**src/rtl/div_pkg.sv**
```systemverilog
// rtl/div_pkg.sv - shared widths, iteration count and FSM encoding for the sequential divider
package div_pkg;

    localparam int DIV_W    = 8;
    localparam int DIV_ITER = 8;

    // 2'b11 is never entered; the FSM treats it as IDLE.
    typedef enum logic [1:0] {
        ST_IDLE = 2'b00,
        ST_RUN  = 2'b01,
        ST_DONE = 2'b10
    } div_state_e;

    // A trial subtraction succeeds when the shifted partial remainder overflowed
    // eight bits or the 8-bit subtraction produced no borrow.
    function automatic logic trial_ge(input logic r_msb, input logic no_borrow);
        return r_msb | no_borrow;
    endfunction

endpackage

```
**src/rtl/seq_divider8_if.sv**
```systemverilog
// rtl/seq_divider8_if.sv - start/done request and result bundle of the sequential divider
interface seq_divider8_if #(
    parameter int W = div_pkg::DIV_W
);

    logic         start;
    logic [W-1:0] dividend;
    logic [W-1:0] divisor;
    logic         busy;
    logic         done;
    logic [W-1:0] quotient;
    logic [W-1:0] remainder;
    logic         div_by_zero;

    // Requester side: issues operands, observes status and results.
    modport master (
        output start, dividend, divisor,
        input  busy, done, quotient, remainder, div_by_zero
    );

    // Divider side.
    modport slave (
        input  start, dividend, divisor,
        output busy, done, quotient, remainder, div_by_zero
    );

endinterface

```
**src/rtl/adder.sv**
```systemverilog
// rtl/adder.sv - ripple-carry add/subtract unit; sub inverts b, cin supplies the +1
module adder #(
    parameter int W = div_pkg::DIV_W
) (
    input  logic [W-1:0] a,
    input  logic [W-1:0] b,
    input  logic         sub,
    input  logic         cin,
    output logic [W-1:0] sum,
    output logic         cout
);

    logic [W-1:0] b_eff;
    logic         carry;

    // Bit-serial carry chain built from full-adder equations.
    always_comb begin
        b_eff = b ^ {W{sub}};
        carry = cin;
        sum   = '0;
        for (int i = 0; i < W; i++) begin
            sum[i] = a[i] ^ b_eff[i] ^ carry;
            carry  = (a[i] & b_eff[i]) | (carry & (a[i] ^ b_eff[i]));
        end
        cout = carry;
    end

endmodule

```
**src/rtl/seq_divider8.sv**
```systemverilog
// rtl/seq_divider8.sv - 8-bit unsigned restoring divider, one quotient bit per clock
module seq_divider8 #(
    parameter int DIV_W = 8
) (
    input  logic          clk,
    input  logic          rst,
    seq_divider8_if.slave bus
);

    import div_pkg::*;

    div_state_e       state_q, state_d;
    logic [DIV_W-1:0] q_q, q_d;          // dividend shifting out / quotient shifting in
    logic [DIV_W-1:0] dvs_q, dvs_d;      // captured divisor
    logic [DIV_W-1:0] r_q, r_d;          // partial remainder, always < divisor between steps
    logic [2:0]       count_q, count_d;
    logic [DIV_W-1:0] quot_q, quot_d;
    logic [DIV_W-1:0] rem_q, rem_d;
    logic             dbz_q, dbz_d;

    // The stored remainder never exceeds eight bits; only the shifted
    // value needs the ninth bit, so that is where the width lives.
    logic [DIV_W:0]   r_shift;
    logic [DIV_W-1:0] diff;
    logic             no_borrow;
    logic             ge;
    logic [DIV_W-1:0] r_next;
    logic [DIV_W-1:0] q_next;

    // Shift the next dividend bit into the partial remainder.
    always_comb begin
        r_shift = {r_q, q_q[DIV_W-1]};
    end

    adder #(.W(DIV_W)) u_sub (
        .a    (r_shift[DIV_W-1:0]),
        .b    (dvs_q),
        .sub  (1'b1),
        .cin  (1'b1),
        .sum  (diff),
        .cout (no_borrow)
    );

    // Restoring step: keep the difference when the trial subtraction fits.
    always_comb begin
        ge     = trial_ge(r_shift[DIV_W], no_borrow);
        r_next = ge ? diff : r_shift[DIV_W-1:0];
        q_next = {q_q[DIV_W-2:0], ge};
    end

    // Next-state and datapath load selection.
    always_comb begin
        state_d = state_q;
        q_d     = q_q;
        dvs_d   = dvs_q;
        r_d     = r_q;
        count_d = count_q;
        quot_d  = quot_q;
        rem_d   = rem_q;
        dbz_d   = dbz_q;
        case (state_q)
            ST_IDLE: begin
                if (bus.start) begin
                    q_d     = bus.dividend;
                    dvs_d   = bus.divisor;
                    r_d     = '0;
                    count_d = '0;
                    if (bus.divisor == '0) begin
                        // No iterations: publish the saturated result right away.
                        state_d = ST_DONE;
                        quot_d  = '1;
                        rem_d   = bus.dividend;
                        dbz_d   = 1'b1;
                    end else begin
                        state_d = ST_RUN;
                    end
                end
            end
            ST_RUN: begin
                r_d     = r_next;
                q_d     = q_next;
                count_d = count_q + 3'd1;
                if (count_q == 3'(DIV_ITER - 1)) begin
                    state_d = ST_DONE;
                    quot_d  = q_next;
                    rem_d   = r_next;
                    dbz_d   = 1'b0;
                end
            end
            ST_DONE: begin
                state_d = ST_IDLE;
            end
            default: begin
                state_d = ST_IDLE;
            end
        endcase
    end

    // State and datapath registers; reset aborts any operation in flight.
    always_ff @(posedge clk or posedge rst) begin
        if (rst) begin
            state_q <= ST_IDLE;
            q_q     <= '0;
            dvs_q   <= '0;
            r_q     <= '0;
            count_q <= '0;
            quot_q  <= '0;
            rem_q   <= '0;
            dbz_q   <= 1'b0;
        end else begin
            state_q <= state_d;
            q_q     <= q_d;
            dvs_q   <= dvs_d;
            r_q     <= r_d;
            count_q <= count_d;
            quot_q  <= quot_d;
            rem_q   <= rem_d;
            dbz_q   <= dbz_d;
        end
    end

    assign bus.busy        = (state_q != ST_IDLE);
    assign bus.done        = (state_q == ST_DONE);
    assign bus.quotient    = quot_q;
    assign bus.remainder   = rem_q;
    assign bus.div_by_zero = dbz_q;

endmodule
```
**src/flat_wrapper.sv**
```systemverilog
// flat-port wrapper written by rule: the top's interface ports become plain ports
module seq_divider8_flat import div_pkg::*;
#(
    parameter int DIV_W = 8
)
  (clk, rst, bus_start, bus_dividend, bus_divisor, bus_busy, bus_done, bus_quotient, bus_remainder, bus_div_by_zero);
  seq_divider8_if bus_i ();
  input  logic clk;
  input  logic rst;
  input wire logic [$bits(bus_i.start)-1:0] bus_start;
  input wire logic [$bits(bus_i.dividend)-1:0] bus_dividend;
  input wire logic [$bits(bus_i.divisor)-1:0] bus_divisor;
  output wire logic [$bits(bus_i.busy)-1:0] bus_busy;
  output wire logic [$bits(bus_i.done)-1:0] bus_done;
  output wire logic [$bits(bus_i.quotient)-1:0] bus_quotient;
  output wire logic [$bits(bus_i.remainder)-1:0] bus_remainder;
  output wire logic [$bits(bus_i.div_by_zero)-1:0] bus_div_by_zero;
  assign bus_i.start = bus_start;
  assign bus_i.dividend = bus_dividend;
  assign bus_i.divisor = bus_divisor;
  assign bus_busy = bus_i.busy;
  assign bus_done = bus_i.done;
  assign bus_quotient = bus_i.quotient;
  assign bus_remainder = bus_i.remainder;
  assign bus_div_by_zero = bus_i.div_by_zero;
  seq_divider8 #(.DIV_W(DIV_W)) u_core (.clk(clk), .rst(rst), .bus(bus_i));
endmodule
```
**config.mk**
```make
export PLATFORM = sky130hd
export DESIGN_NAME = seq_divider8_flat
export DESIGN_NICKNAME = d
export VERILOG_FILES = /design/src/rtl/div_pkg.sv /design/src/rtl/seq_divider8_if.sv /design/src/rtl/adder.sv /design/src/rtl/seq_divider8.sv /design/src/flat_wrapper.sv
export SDC_FILE = /design/constraint.sdc
export NUM_CORES = 1
export LEC_CHECK = 0
export ABC_AREA = 1
export CAP_MARGIN = 10
export CORE_ASPECT_RATIO = 0.6
export CORE_MARGIN = 5
export CORE_UTILIZATION = 53
export CTS_CLUSTER_DIAMETER = 100
export DETAILED_ROUTE_END_ITERATION = 10
export HOLD_SLACK_MARGIN = 0.15
export PLACE_DENSITY = 0.79
export SETUP_SLACK_MARGIN = 0.3
export SLEW_MARGIN = 20
export SYNTH_ARGS = -nofsm -noshare
export SYNTH_HDL_FRONTEND = slang
export SYNTH_SLANG_ARGS = --single-unit
```
**constraint.sdc**
```tcl
create_clock -name clk -period 5.1 [get_ports clk]
set_input_delay 1.275 -clock clk [delete_from_list [all_inputs] [get_ports clk]]
set_output_delay 1.275 -clock clk [all_outputs]
set_load 0.01 [all_outputs]
```
==> results of run 1 <==
-- per-stage QoR --
stage	util, %	worst slack (ns)
after floorplan	-	1.51
after global placement	64.8	1.25
after detailed placement	64.8	1.07
after CTS	67.1	1.04
after global routing	67.1	0.794
final	67.1	1.07
-- cell usage in the layout (no fill, tap or decap) --
| cell type | count |
|---|---|
| nor2_1 | 11 |
| buf_4 | 1 |
| mux2_2 | 6 |
| o221ai_1 | 1 |
| inv_1 | 30 |
| o21ai_2 | 2 |
| o22ai_1 | 1 |
| nand2_4 | 1 |
| nand2_1 | 66 |
| nor2_4 | 2 |
| ha_1 | 3 |
| a22o_1 | 2 |
| clkinv_2 | 1 |
| o21ai_0 | 15 |
| o211ai_1 | 6 |
| clkinv_1 | 1 |
| a21oi_1 | 2 |
| dfrtp_1 | 46 |
| fa_1 | 7 |
| nand3_1 | 43 |
| clkinvlp_4 | 1 |
| clkdlybuf4s50_1 | 37 |
| clkbuf_8 | 6 |
-- cells by family after synthesis --
| family | Yosys count |
|---|---|
| buf+inv | 41 |
| mux | 6 |
| flops | 46 |
| fa+ha+maj | 10 |
| compound gates | 29 |
| simple gates | 123 |
-- state kept, by name, indices dropped and copies added, names as in the netlist --
signal and flops:
u_core.bus.quotient 8, u_core.r_q 8, u_core.dvs_q 8, u_core.bus.div_by_zero 1, u_core.count_q 3, u_core.state_q 2
u_core.bus.remainder 8, u_core.q_q 8
-- area by class of cell --
type                            instances  area, sq um  area share (%)
Timing Repair Buffer                   38          378            13.6
Inverter                               31          116            4.19
Tap cell                               60         75.1            2.70
Multi-Input combinational cell        168          963            34.7
Clock inverter                          2         12.5           0.450
Sequential cell                        46         1150            41.4
Clock buffer                            6         82.6            2.97
-- per-layer routing --
metal  track usage [%]  part of all wire [%]  vias up
li1                  -                     -      898
met1              29.4                    50      844
met2              29.4                    42       59
met3              6.44                   7.4        2
met4              4.52                  0.45        0
met5                 0                     0        -
-- how the worst max path moves through the flow --
stage | slack (ns) | cells past startpoint | endpoint
after detailed placement | 1.07 | 16 | u_core.bus.remainder[0]
after global routing | 0.79 | 16 | u_core.bus.remainder[5]
after global placement | 1.25 | 16 | u_core.bus.remainder[0]
final | 1.07 | 16 | u_core.bus.remainder[0]
after CTS | 1.04 | 16 | u_core.bus.remainder[0]
after floorplan | 1.51 | 16 | u_core.bus.remainder[1]
-- power by group --
| group | switching, W | total (W) | internal (W) |
|---|---|---|---|
| clock | 0.000127 | 0.000236 | 0.000109 |
| combinational | 0.000570 | 0.000963 | 0.000393 |
| sequential | 0.0000958 | 0.000632 | 0.000536 |
-- worst reg2reg max path, cell delays in order, from the launching register on --
cell and delay [ns]:
dfrtp_1 0.39, inv_1 0.06, ha_1 0.19, fa_1 0.45, fa_1 0.46, fa_1 0.44, fa_1 0.37, inv_1 0.09
fa_1 0.19, fa_1 0.17, inv_1 0.05, fa_1 0.38, nand2_1 0.24, nand3_1 0.16, nand3_1 0.15, nand3_1 0.08
nand2_1 0.10
==> reports/summary.txt, run 1 <==
Max-Cap Viols: 0
Critical Path RT: 5.35 ns
Avg Cell Area, Syn: 8.99 sq um
Flop2flop setup slack: 1.07 ns
First-pass GRT wire length: 8.78 mm
Initial antenna violation count: 0
Final Max Slew Viols: 0
Rel. slew slack: 45.3%
Post-Synth Adder-Cell Area: 7.75%
CP cell instances: inv_1 -> ha_1 -> fa_1 -> fa_1 -> fa_1 -> fa_1 -> inv_1 -> fa_1 -> fa_1 -> inv_1 -> fa_1 -> nand2_1 -> nand3_1 -> nand3_1 -> nand3_1 -> nand2_1
Sum of negative setup slack: 0 ns
Synthesized cell area: 0.00229 sq mm
Reg-to-Reg End: u_core.bus.remainder[0]
Clock sink total: 46
PortBufs: 37
Fillers: 360
H-tree depth: 2
Slew @ Worst Pin: 0.820 ns
Seq/Total Area, Yosys: 50.2%
Number of flops mapped to enable cells by yosys: 0
Die Y: 61.0 microns
Hold Crit Class: reg -> reg
DP HPWL: 3.61 mm
Most frequent cell after synthesis: nand2_1
CP most frequent cell: fa_1
HP Start: u_core.bus.remainder[7]
TritonCTS clock tree: built
Initial detailed-routing violation count: 116
Largest family of logic cells by synthesized area: simple AND/OR/NAND/NOR gates
Syn Inst Count: 255
RSZ-0062 raised after global routing: false
Synth area leader: dfrtp_1
Ys async rst share: 100%
Clock-pin slew on the worst setup and hold paths: 0.09 ns
Worst-path cell with the longest stage delay: fa_1
Site row count: 18
Ant diodes: 0
Startpoint types: flop
Final ANT Viol Nets: 0
Worst hold margin: 0.475 ns
Critical path buffers and inverters: 3
Crit path from: u_core.q_q[7]
Crit path kind: reg -> reg
Cts bufs inserted: 5
Final Cycle Share: 79.1%
Core Area: 0.00414 sq mm
Routed WL: 4.93 mm
Compound-Gate Fraction of Synth Area: 7.86%
I/O pins: 38
Skew-Pair Late Insertion Delay: 0.30 ns
Dominant synthesized flop cell: dfrtp_1
CP arrival: 4.28 ns
Hold path cells: 2
LEAKAGE: 1.35 nW
Syn_nets: 284
Synth cell types: 21
Final setup violation count: 0
Simple-gate portion of the synthesized area: 23.5%
Placed cell count: 343
Average wire per standard cell: 14.0 microns
R2R depth: 16
Power density cells: 659 mW/mm^2
Ys Warns: 0
Yosys top cell area share: 50.2%
Post-route insts no fill: 351
Synth-to-layout area growth: 21.2%
Fmax achieved: 248 MHz
Worst Hold End: u_core.bus.remainder[7]
Post-route clock skew: 0.0122 ns
Synth Area in XOR/XNOR: 0%
Via count: 1803
Share of layout cells above drive strength 1: 6.87%
Die area: 0.00579 sq mm
Drt first pass iters: 6
Delay-heaviest family, CP: adder cells
Max VDD drop: 0.459 mV
Crit path max fanout: 8
RR Startpoint: u_core.q_q[7]
Final Wtd Congestion: 0.841
Design area: 0.00278 sq mm
Flops & latches, synth: 46
DRC: 0
Grt total ovfl: 0
Outcome: completed
Total chip power: 0.00183 W
GRT Resource Usage Total: 20.1%
Placed cell areas: 0.00268 sq mm
Routed vias/inst: 5.14
CTS resizes: 0
Area contributors post-synth: dfrtp_1 (50%), nand2_1 (11%), nand3_1 (9.4%)
Max stage delay on crit path: 0.46 ns
Clk buf depth: 2
Min cycle time layout: 4.03 ns
CTS Root Cell: clkbuf_8
Final net count: 319
Initial core utilization: 55.3%
Crit. End Element: flop
Die width: 94.9 microns
Largest net degree at the start of global routing: 47
Post-synthesis mux area share: 2.95%
Setup Buffers After CTS: 0
Vias in the first global route: 1861
Top cells by count, synth: nand2_1 (66), dfrtp_1 (46), nand3_1 (43)
CTS Hold Buffers Added: 0
Fin. Hold Viols: 0
Note: power is estimated with default switching activity, not from simulation.
==> run 2, diff against run 1 <==
clock period = 4 ns   (was 5.1 ns; I/O delays follow)
==> run 2 against run 1 <==
Effect of this change: non-clock buffer count up 3; wire length grew 2.3%; clock skew about the same; total power is 32% higher; worst setup slack worse by 0.60 ns; die area did not move; largest cell class unchanged; fmax is 14% higher; critical path depth did not move; sequential power up 28%; final area increased by 2.6%.
==> reports/summary.txt, run 2 (synthesis results as in run 1) <==
DP HPWL: 3.57 mm
Fin util: 68.8%
Most frequent cells in the layout: nand2_1 (65), dfrtp_1 (46), nand3_1 (39), clkdlybuf4s50_1 (37), inv_1 (28)
Place WS: 0.0500 ns
Initial detailed-routing violation count: 144
Fillers: 367
Final Wtd Congestion: 0.820
Fmax achieved: 283 MHz
Max stage delay on crit path: 0.39 ns
Vias in the first global route: 1676
Post-route clock skew: 0.0121 ns
Rel. slew slack: 58.0%
Final ANT Viol Nets: 0
Cts bufs inserted: 5
Die width: 94.9 microns
Power density cells: 847 mW/mm^2
Register Area: 0.00115 sq mm
Max VDD drop: 0.485 mV
Setup ws final: 0.468 ns
Skew-Pair Late Insertion Delay: 0.30 ns
Final setup violation count: 0
Outcome: completed
Largest net degree at the start of global routing: 36
Routed WL: 5.04 mm
Site row count: 18
Final Cycle Share: 88.3%
CP cell instances: ha_1 -> fa_2 -> fa_2 -> fa_2 -> fa_2 -> inv_2 -> fa_2 -> fa_1 -> inv_1 -> fa_2 -> inv_2 -> nor2_4 -> nand3_1 -> nand3_1 -> nand3_1 -> nand2_1
Share of layout cells above drive strength 1: 12.6%
Crit path kind: reg -> reg
GRT Resource Usage Total: 18.9%
PortBufs: 37
Initial core utilization: 55.3%
Max-Cap Viols: 0
Worst-path cell with the longest stage delay: fa_2
Clk buf depth: 2
LEAKAGE: 1.37 nW
Grt total ovfl: 0
Final net count: 322
Fin. Hold Viols: 0
CTS Root Cell: clkbuf_8
Crit. End Element: flop
RSZ-0062 raised after global routing: false
TritonCTS clock tree: built
First-pass GRT wire length: 8.18 mm
Design area: 0.00285 sq mm
Routed vias/inst: 5.19
Synth-to-layout area growth: 24.3%
CP most frequent cell: fa_2
Ant diodes: 0
Drt first pass iters: 4
Worst hold margin: 0.475 ns
Sum of negative setup slack: 0 ns
Clock-pin slew on the worst setup and hold paths: 0.09 ns
Average wire per standard cell: 14.2 microns
Core Area: 0.00414 sq mm
Startpoint types: flop
Multi-input logic area: 0.00101 sq mm
Die Y: 61.0 microns
Clock sink total: 46
I/O pins: 38
Min cycle time layout: 3.53 ns
Die area: 0.00579 sq mm
Hold Crit Class: reg -> reg
Most common cell after layout, fill and taps aside: nand2_1
Crit path max fanout: 10
Slew @ Worst Pin: 0.629 ns
Initial antenna violation count: 0
H-tree depth: 2
DRC: 0
Via count: 1836
Final Max Slew Viols: 0
CP arrival: 3.74 ns
Placed cell areas: 0.00269 sq mm
Critical Path RT: 4.20 ns
Flop2flop setup slack: 0.47 ns
run 2: worst max-delay path, delay by kind of cell, from the launching register on:
family / cells / cell delay [ns]
adders and majority gates: 8 / 2.40
buffers and inverters: 3 / 0.21
DFF: 1 / 0.38
and+or+nand+nor: 5 / 0.43
run 2: area by class of cell:
type                       instances  area share, %
tap                               60           2.63
sequential                        46           40.4
multi-input combinational        168           35.5
clock buffer                       6           2.90
timing repair buffer              41           14.0
inverter                          31           4.08
clock inverter                     2          0.439
run 2: timing repair:
item	in CTS	in global routing
setup buffers	1	1
resized for setup	5	11
hold buffers	0	0
pin swaps	2	10
endpoints found under the setup margin	18	10
run 2: final timing paths:
| path | from | end | cells after the start |
|---|---|---|---|
| min reg2reg | u_core.bus.remainder[7] | u_core.bus.remainder[7] | 2 |
| min in group asynchronous | rst | u_core.bus.quotient[6] | 2 |
| max reg2reg | u_core.dvs_q[0] | u_core.bus.remainder[7] | 16 |
| min | u_core.bus.remainder[7] | u_core.bus.remainder[7] | 2 |
| max | u_core.dvs_q[0] | u_core.bus.remainder[7] | 16 |
| max in group asynchronous | rst | u_core.dvs_q[5] | 3 |
run 2: per-stage QoR:
step	power, W	instances
detailed placement	0.00206	344
global placement	0.00203	344
global route	0.00266	354
CTS	0.00238	353
finish	0.00242	354
floorplan	0.00167	255
run 2: per-layer routing:
metal | global-route usage [%] | up-vias | part of all wire (%) | wire length [microns]
met1 | 28.9 | 869 | 51 | 2560
li1 | - | 903 | - | -
met3 | 4.58 | 6 | 6.5 | 326
met2 | 26.9 | 58 | 42 | 2110
met4 | 4.93 | 0 | 0.79 | 40
met5 | 0 | - | 0 | 0
run 2: report_power, final:
group	switching [W]	internal, W
Clock	0.000160	0.000139
Sequential	0.000123	0.000684
Combinational	0.000767	0.000544
Total	0.00105	0.00137
==> run 3, diff against run 2 <==
CTS_CLUSTER_DIAMETER = not set   (was 100)
==> results of run 3 <==
No change in the layout: final DEF, timing and power equal those of run 2.
